File: config.mk
export PLATFORM = sky130hd
export DESIGN_NAME = conv_mac_sequencer
export DESIGN_NICKNAME = d
export VERILOG_FILES = /design/src/rtl/conv_mac_sequencer.sv
export SDC_FILE = /design/constraint.sdc
export NUM_CORES = 1
export LEC_CHECK = 0
export CORE_UTILIZATION = 52
export DETAILED_ROUTE_END_ITERATION = 8
export GPL_TIMING_DRIVEN = 0
export MAX_ROUTING_LAYER = met4
export PLACE_DENSITY = 0.71
export SLEW_MARGIN = 20
export SYNTH_ARGS = -nofsm -noshare
export SYNTH_HDL_FRONTEND = slang
export SYNTH_SLANG_ARGS = --single-unit
File: constraint.sdc
create_clock -name clk -period 2.6 [get_ports clk]
set_clock_uncertainty 0.05 [all_clocks]
set_input_delay 0.52 -clock clk [delete_from_list [all_inputs] [get_ports clk]]
set_output_delay 0.52 -clock clk [all_outputs]
set_load 0.05 [all_outputs]
File: src/rtl/conv_mac_sequencer.sv
// Loads a 3x3 pixel/weight window, drives it through an external combinational multiplier one tap per cycle, and outputs the sum.
// Optional build macro CONV_SAT_EN clamps out_sum to the product width (255 for DATA_W=4).
module conv_mac_sequencer #(
  parameter int DATA_W = 4,
  parameter int TAPS   = 9,
  parameter int ACC_W  = 12
) (
  input  logic                clk,
  input  logic                rst_n,
  input  logic                in_valid,
  output logic                in_ready,
  input  logic [DATA_W-1:0]   in_pix,
  input  logic [DATA_W-1:0]   in_wgt,
  output logic                mul_start,
  output logic [DATA_W-1:0]   mul_din0,
  output logic [DATA_W-1:0]   mul_din1,
  input  logic [2*DATA_W-1:0] mul_dout,
  output logic                out_valid,
  input  logic                out_ready,
  output logic [ACC_W-1:0]    out_sum,
  output logic                busy
);

  localparam int IDX_W = (TAPS > 1) ? $clog2(TAPS) : 1;

  localparam logic [1:0] ST_LOAD = 2'd0;
  localparam logic [1:0] ST_MAC  = 2'd1;
  localparam logic [1:0] ST_DONE = 2'd2;

  logic [1:0]        state;
  logic [IDX_W-1:0]  idx;
  logic [ACC_W-1:0]  acc;
  logic [DATA_W-1:0] pix [TAPS];
  logic [DATA_W-1:0] wgt [TAPS];
  logic              last_idx;
  logic [ACC_W-1:0]  prod_ext;
  logic [ACC_W-1:0]  sum_fmt;

  assign last_idx = (idx == IDX_W'(TAPS - 1));
  assign prod_ext = ACC_W'(mul_dout);

  // One shared index walks the taps both while loading and while multiplying.
  always_ff @(posedge clk) begin
    if (!rst_n) begin
      state <= ST_LOAD;
      idx   <= '0;
      acc   <= '0;
      for (int i = 0; i < TAPS; i++) begin
        pix[i] <= '0;
        wgt[i] <= '0;
      end
    end else begin
      case (state)
        ST_LOAD: begin
          if (in_valid) begin
            pix[idx] <= in_pix;
            wgt[idx] <= in_wgt;
            if (last_idx) begin
              idx   <= '0;
              acc   <= '0;
              state <= ST_MAC;
            end else begin
              idx <= idx + 1'b1;
            end
          end
        end
        ST_MAC: begin
          acc <= acc + prod_ext;
          if (last_idx) begin
            idx   <= '0;
            state <= ST_DONE;
          end else begin
            idx <= idx + 1'b1;
          end
        end
        ST_DONE: begin
          if (out_ready) begin
            acc   <= '0;
            state <= ST_LOAD;
          end
        end
        default: begin
          state <= ST_LOAD;
          idx   <= '0;
          acc   <= '0;
        end
      endcase
    end
  end

`ifdef CONV_SAT_EN
  localparam logic [ACC_W-1:0] SAT_MAX = ACC_W'((2 ** (2 * DATA_W)) - 1);
  assign sum_fmt = (acc > SAT_MAX) ? SAT_MAX : acc;
`else
  assign sum_fmt = acc;
`endif

  assign in_ready  = (state == ST_LOAD);
  assign mul_start = (state == ST_MAC);
  assign out_valid = (state == ST_DONE);
  assign busy      = mul_start | out_valid;

  // Operands and sum are forced to zero outside their owning state so idle buses stay quiet.
  assign mul_din0 = mul_start ? pix[idx] : '0;
  assign mul_din1 = mul_start ? wgt[idx] : '0;
  assign out_sum  = out_valid ? sum_fmt : '0;

endmodule

* After elaboration in Yosys (flattened, before gate mapping)
Memory sizes are Yosys's and may differ from the RTL's. A register that Yosys moved wholly into a read port is not among the register bits.
Index checks and enable logic that the tools add are counted.
** Storage, ports and cells
- Flip-flop bits (word level) :: 18
- Input port bits :: 20
- Bits in writable memories :: 72
- Output and inout bits :: 24
- Word-level logic and storage cells :: 52
- Memories kept :: 2
** Cells by class
- Bitwise operators :: 2
- Reduce and logical (&&, ||, !) cells :: 6
- Multiplexer cells :: 30
- $add $sub $neg :: 2
- Eq/ne operators :: 7
** Memory list
- pix :: depth 9, width 4, read ports 1, clocked after Yosys merged registers in 1, write ports 9, line 33 : logic [DATA_W-1:0] pix [TAPS];
- wgt :: depth 9, width 4, read ports 1, clocked after Yosys merged registers in 1, write ports 9, line 34 : logic [DATA_W-1:0] wgt [TAPS];
** Operators with widths (count)
- $mux W12 :: 4
- $mux W4 :: 12
- $pmux W12 S3 :: 1
- $add A12 B8 Y12 :: 1
- $pmux W4 S3 :: 1
- $mux W2 :: 4
- $reduce_or A4 Y1 :: 2
- $mux W1 :: 7
- $ne A2 B1 Y1 const B :: 3
- $pmux W2 S3 :: 1
- $add A4 B1 Y4 const B :: 1
- $eq A4 B4 Y1 const B :: 1
- $reduce_and A4 Y1 :: 1
- $reduce_and A3 Y1 :: 1
- $eq A2 B1 Y1 const B :: 1
- $eq A2 B2 Y1 const B :: 1
- $logic_not A2 Y1 :: 1
- $ne A2 B2 Y1 const B :: 1
- $reduce_and A2 Y1 :: 1
- $not A1 Y1 :: 1
- $or A1 B1 Y1 :: 1

* Logic depth before layout (Yosys ltp)
Gate-level depths: netlist (run 1).
- Depth after elaboration :: 6
- Depth in mapped cells :: 9
- Mapped depth without buffers :: 6

* Worst setup path before layout (run 1)
OpenSTA, ideal clock, no wires.
- Path kind :: flip-flop to output port
- From :: register state[1]
- To :: output port mul_din0[1]
- Cell stages (with the launch flop) :: 7
- Path slack :: -0.347 ns
- Data arrival time :: 2.377 ns
- Data required time :: 2.030 ns
- Buffers on the path :: 1
- Cell sequence :: dfxtp_1 > inv_1 > ha_1 > nor2b_1 > clkbuf_1 > a22oi_1 > o211ai_1
** Between the ends
- Word-level cells in the longest chain between the ends :: 2
** Ends and longest elaborated chain
- from (decl) :: line 30 : logic [1:0] state;
- from (signal assigned) :: line 45 : state <= ST_LOAD;
- from (signal assigned) :: line 61 : state <= ST_MAC;
- from (signal assigned) :: line 71 : state <= ST_DONE;
- $eq A2 B1 Y1 :: line 99 : assign mul_start = (state == ST_MAC);
- named net mul_start :: line 14 : output logic mul_start,
- $mux W4 :: line 104 : assign mul_din0 = mul_start ? pix[idx] : '0;
- to (decl) :: line 15 : output logic [DATA_W-1:0] mul_din0,
The timed path passes the listed nets, and every way through them passes these cells.

==> results of run 1 <==
[cells by family (layout without fill, tap and decap cells)]
logic type      after synthesis  in the layout  synth area share [%]
xor+xnor                      6              6                 0.742
compound gates               70             70                  7.56
mux                          50             50                  11.3
flops                       150            150                  60.5
simple gates                183            183                  14.8
fa+ha+maj                    16             16                  2.93
buf+inv                      31            110                  2.21
[registers in the layout, indices dropped and copies added (netlist names), named ones only]
name   flops
pix       64
wgt       64
acc       12
idx        4
state      2
[timing repair]
action | in CTS | in global routing
setup buffers | 6 | 0
gates cloned | 1 | 0
setup endpoints to repair | 68 | 49
endpoints found under the hold margin | 0 | 0
pin swaps | 1 | 3
gates resized for setup | 140 | 25
[final cells by class]
type | instances | area (sq um) | share of cell area [%]
Sequential cell | 150 | 4290 | 50.6
Multi-Input combinational cell | 325 | 2760 | 32.6
Timing Repair Buffer | 49 | 438 | 5.17
Clock buffer | 18 | 429 | 5.06
Tap cell | 176 | 220 | 2.60
Buffer | 24 | 180 | 2.13
Clock inverter | 13 | 139 | 1.64
Inverter | 6 | 22.5 | 0.266
[power by group through the flow]
stage / Sequential (W) / Clock (W) / Combinational (W)
after floorplan: 0.00273 / 0 / 0.000252
after global placement: 0.00274 / 0 / 0.000392
after detailed placement: 0.00274 / 0 / 0.000397
after CTS: 0.00269 / 0.00240 / 0.000444
after global routing: 0.00270 / 0.00249 / 0.000494
final: 0.00269 / 0.00238 / 0.000464
[worst min path at each step]
stage          startpoint  endpoint  slack, ns  cells after the start
6_report           acc[4]    acc[4]       0.44                      2
3_5_place_dp      acc[11]   acc[11]       0.43                      2
2_1_floorplan     acc[11]   acc[11]       0.40                      2
3_3_place_gp      acc[11]   acc[11]       0.42                      2
5_1_grt            acc[4]    acc[4]       0.46                      2
4_1_cts           acc[11]   acc[11]       0.44                      2
[through the flow]
| stage | std cells | instance area, sq um | hold WS [ns] | util (%) |
|---|---|---|---|---|
| 2_1_floorplan | 506 | 7100 | 0.400 | - |
| 5_1_grt | 761 | 8480 | 0.457 | 64.0 |
| 4_1_cts | 762 | 8390 | 0.438 | 63.4 |
| 6_report | 761 | 8480 | 0.439 | 64.0 |
| 3_5_place_dp | 724 | 7740 | 0.430 | 58.4 |
| 3_3_place_gp | 724 | 7740 | 0.417 | 58.4 |
[cell usage after synthesis, types with 9 or more instances]
| master | count | share of area (%) |
|---|---|---|
| and3_1 | 9 | 0.79 |
| mux2i_1 | 21 | 3.0 |
| edfxtp_1 | 128 | 54 |
| clkbuf_1 | 15 | 0.79 |
| and2_1 | 87 | 7.7 |
| mux4_2 | 17 | 5.4 |
| nand2_1 | 13 | 0.69 |
| nor2_1 | 20 | 1.1 |
| nand2b_1 | 10 | 0.88 |
| dfxtp_1 | 22 | 6.2 |
| nand3b_1 | 9 | 0.95 |
| nand3_1 | 19 | 1.3 |
| ha_1 | 15 | 2.6 |
[worst max-delay path, stage by stage, from the launching register on]
cell and delay, ns:
dfxtp_2 0.34, buf_12 0.14, buf_12 0.13, mux4_2 0.52, mux2_4 0.29, a32o_1 0.22, buf_6 0.16
[routing by layer]
metal / GRT usage (%) / share of wire (%)
met3: 4.25 / 6.7
met2: 35.2 / 47
met1: 34.4 / 45
met5: - / 0
met4: 6.88 / 1.2
==> impl_metrics.env, run 1 <==
export IMPL_p_sw_w=0.00117
export IMPL_core_area_sq_um=13200
export IMPL_place_ws_ns=-0.760
export IMPL_critPathMaxFanout=8
export IMPL_grt_first_pass_wirelength_mm=23.9
export IMPL_area_growth_pct=19.6
export IMPL_synth_cells=506
export IMPL_fin_ws_ns=-0.209
export IMPL_avgViaCountPerCell=5.84
export IMPL_synth_area_sq_um=7090
export IMPL_r2r_end="wgt[7][1]"
export IMPL_p_comb_share_pct=8.4
export IMPL_irDropWorstVdd_mv=0.469
export IMPL_synth_seq_cells=150
export IMPL_cp_data_required_time_ns=2.03
export IMPL_die_area_sq_um=14100
export IMPL_grt_max_degree=17
export IMPL_overflow=0
export IMPL_die_x_um=119
export IMPL_max_slew_margin_pct=41.5
export IMPL_hpwl_mm=10.6
export IMPL_critPathKind="reg -> out"
export IMPL_worstSetupStartpointType="flip-flop"
export IMPL_drive_gt1_share_pct=21.0
export IMPL_cts_tree="built"
export IMPL_initial_core_util_pct=53.5
export IMPL_cts_root_buf="clkbuf_16"
export IMPL_p_clk_share_pct=43.0
export IMPL_synth_cell_types=50
export IMPL_rsz0062_at_grt="true"
export IMPL_seq_power_share_pct=48.7
export IMPL_insertion_delay_ns=0.42
export IMPL_synth_main_ff_cell="edfxtp_1"
export IMPL_routedWlPerCell_um=20.5
export IMPL_drc_errors=0
export IMPL_finalSetupTns_ns=-1.27
export IMPL_worstSetupEndpoint="mul_din1[1]"
export IMPL_io_pins=44
export IMPL_cts_sinks=150
export IMPL_end_kind="primary output"
export IMPL_period_needed_ns=2.81
export IMPL_total_power_w=0.00554
export IMPL_wl_mm=15.6
export IMPL_violations="negative setup slack"
export IMPL_synth_avg_cell_area_sq_um=14.0
export IMPL_drt_pre_antenna_iters=5
export IMPL_synth_edf_count=128
export IMPL_fin_crit_sh_pct=108
export IMPL_max_freq_mhz=356
export IMPL_ys_warn_count=0
export IMPL_ff2ff_setup_slack_ns=0.09
export IMPL_finalSetupViolCount=8
export IMPL_cts_buffer_depth=2
export IMPL_tightest_slew_ns=0.871
export IMPL_cts_max_level=4
export IMPL_nFillCells=1026
export IMPL_mostFrequentLayoutCell="edfxtp_1"
export IMPL_layout_common_cells="edfxtp_1 (128), and2_1 (87), mux4_2 (22), clkdlybuf4s50_1 (21), dfxtp_1 (20)"
export IMPL_n_antenna_cell=0
export IMPL_max_cap_viol_count=0
export IMPL_fp_dieH_um=119
export IMPL_portBuffers=42
export IMPL_r2r_start="idx[2]"
export IMPL_slew_violations=0
export IMPL_cts_hold_fix_buffers=0
export IMPL_ys_seq_area_share_pct=60.5
export IMPL_cp_data_arrival_time_ns=2.24
export IMPL_p_leak_nw=3.13
export IMPL_postRouteAntennaNets=0
export IMPL_numCtsBuffers=17
export IMPL_path_clk_slew_ns=0.06
export IMPL_drt_initial_drc_count=437
export IMPL_intPower_w=0.00436
export IMPL_finalHoldViolations=0
export IMPL_place_congestion=0.887
export IMPL_postSynth_asyncResetShare_pct=0
export IMPL_nNetsFinal=609
export IMPL_hold_class="reg -> reg"
export IMPL_worst_r2r_path_depth=3
export IMPL_syn_nets=542
export IMPL_antenna_found_initial=0
export IMPL_grt_total_usage_pct=23.9
export IMPL_routed_via_count=4443
export IMPL_p_per_area_nw_per_um2=653
export IMPL_grt_pass1_vias=4282
export IMPL_rows=42
export IMPL_status="complete, but fails checks"
export IMPL_swShare_pct=21.2
Power figures use the tool's default switching activity.
==> run 2: changes to the inputs <==
- RECOVER_POWER: unset -> 25
==> impl_metrics.env, run 2 (synthesized netlist as in run 1, its figures left out) <==
export IMPL_cts_tree="built"
export IMPL_dr_wl_met3_mm=1.05
export IMPL_rows=42
export IMPL_place_congestion=0.887
export IMPL_hold_class="reg -> reg"
export IMPL_seq_area_sq_um=4290
export IMPL_mostFrequentLayoutCell="edfxtp_1"
export IMPL_drt_pre_antenna_iters=4
export IMPL_overflow=0
export IMPL_violations="negative setup slack"
export IMPL_worstSetupStartpointType="flip-flop"
export IMPL_routedWlPerCell_um=20.6
export IMPL_p_leak_nw=3.14
export IMPL_fin_crit_sh_pct=108
export IMPL_cts_buffer_depth=2
export IMPL_avgViaCountPerCell=5.86
export IMPL_end_kind="primary output"
export IMPL_nNetsFinal=609
export IMPL_tightest_slew_ns=0.867
export IMPL_grt_first_pass_wirelength_mm=23.9
export IMPL_multi_input_area_sq_um=2750
export IMPL_nFillCells=1028
export IMPL_drc_errors=0
export IMPL_initial_core_util_pct=53.5
export IMPL_finalSetupViolCount=32
export IMPL_max_freq_mhz=356
export IMPL_finalSetupTns_ns=-2.02
export IMPL_top_layer="met4"
export IMPL_hpwl_mm=10.6
export IMPL_route_met2_wl_mm=7.31
export IMPL_cp_data_arrival_time_ns=2.24
export IMPL_cts_sinks=150
export IMPL_io_pins=44
export IMPL_rsz0062_at_grt="true"
export IMPL_layout_top_registers="pix: 64 flops, wgt: 64 flops, acc: 12 flops"
export IMPL_critPathKind="reg -> out"
export IMPL_die_area_sq_um=14100
export IMPL_postRouteAntennaNets=0
export IMPL_area_growth_pct=19.5
export IMPL_path_clk_slew_ns=0.06
export IMPL_grt_max_degree=17
export IMPL_portBuffers=42
export IMPL_hold_slack_ns=0.438
export IMPL_layout_common_cells="edfxtp_1 (128), and2_1 (87), mux4_2 (22), dfxtp_1 (20), nand3_1 (19)"
export IMPL_numCtsBuffers=17
export IMPL_finalHoldViolations=0
export IMPL_cts_max_level=4
export IMPL_cts_hold_fix_buffers=0
export IMPL_grt_total_usage_pct=23.9
export IMPL_status="complete, but fails checks"
export IMPL_drt_met1_wl_mm=7.13
export IMPL_drive_gt1_share_pct=20.9
export IMPL_max_cap_viol_count=0
export IMPL_slew_violations=0
export IMPL_cp_data_required_time_ns=2.03
export IMPL_fp_dieH_um=119
export IMPL_n_antenna_cell=0
export IMPL_wl_mm=15.7
export IMPL_insertion_delay_ns=0.42
export IMPL_drt_initial_drc_count=464
export IMPL_routed_via_count=4456
export IMPL_fin_ws_ns=-0.212
export IMPL_critPathMaxFanout=8
export IMPL_antenna_found_initial=0
export IMPL_max_slew_margin_pct=41.8
export IMPL_grt_pass1_vias=4282
export IMPL_die_x_um=119
export IMPL_core_area_sq_um=13200
export IMPL_p_per_area_nw_per_um2=653
export IMPL_cts_root_buf="clkbuf_16"
export IMPL_period_needed_ns=2.81
export IMPL_irDropWorstVdd_mv=0.463
-- run 2: layout make-up --
| class | instances | area share, % |
|---|---|---|
| Tap cell | 176 | 2.60 |
| Clock buffer | 18 | 5.07 |
| Timing Repair Buffer | 49 | 5.17 |
| Buffer | 24 | 2.11 |
| Multi-Input combinational cell | 325 | 32.5 |
| Clock inverter | 13 | 1.64 |
| Sequential cell | 150 | 50.6 |
| Inverter | 6 | 0.266 |
-- run 2: per-stage QoR --
stage	worst slack [ns]	area [sq um]	std cells	utilization [%]	total power [W]
2_1_floorplan	0.00158	7100	506	-	0.00298
3_3_place_gp	-0.726	7740	724	58.4	0.00313
3_5_place_dp	-0.760	7740	724	58.4	0.00314
4_1_cts	-0.219	8390	762	63.4	0.00553
5_1_grt	-0.243	8470	761	63.9	0.00568
6_report	-0.212	8470	761	63.9	0.00553
-- run 2: path summary, 6_finish.rpt --
check	to	depth (start not counted)	startpoint	slack, ns
worst max-delay path	mul_din1[1]	6	flip-flop	-0.21
worst min-delay path	acc[4]	2	acc[4]	0.44
worst max register to register	wgt[7][1]	6	state[1]	-0.05
worst min register to register	acc[4]	2	acc[4]	0.44
-- run 2: critical path: stages, from the launching register on --
cell,delay [ns]
dfxtp_2,0.34
buf_12,0.14
buf_12,0.13
mux4_2,0.52
mux2_4,0.29
a32o_1,0.22
buf_6,0.16
-- run 2: per-layer routing --
layer  vias up  track usage (%)
met1      2215             34.4
met4         0             6.88
met3        17             4.25
met2       169             35.2
met5         -                -
li1       2055                -
-- run 2: what timing repair did --
action	CTS	global route
gates cloned	1	0
pin swaps	1	3
setup endpoints to repair	68	49
gates resized for setup	140	25
setup buffers	6	0
-- run 2: power by group --
group	leakage, nW	switching [W]	internal (W)
logic	1.43	0.000247	0.000217
clock network	0.281	0.000898	0.00148
registers	1.43	0.0000269	0.00267
total	3.14	0.00117	0.00436
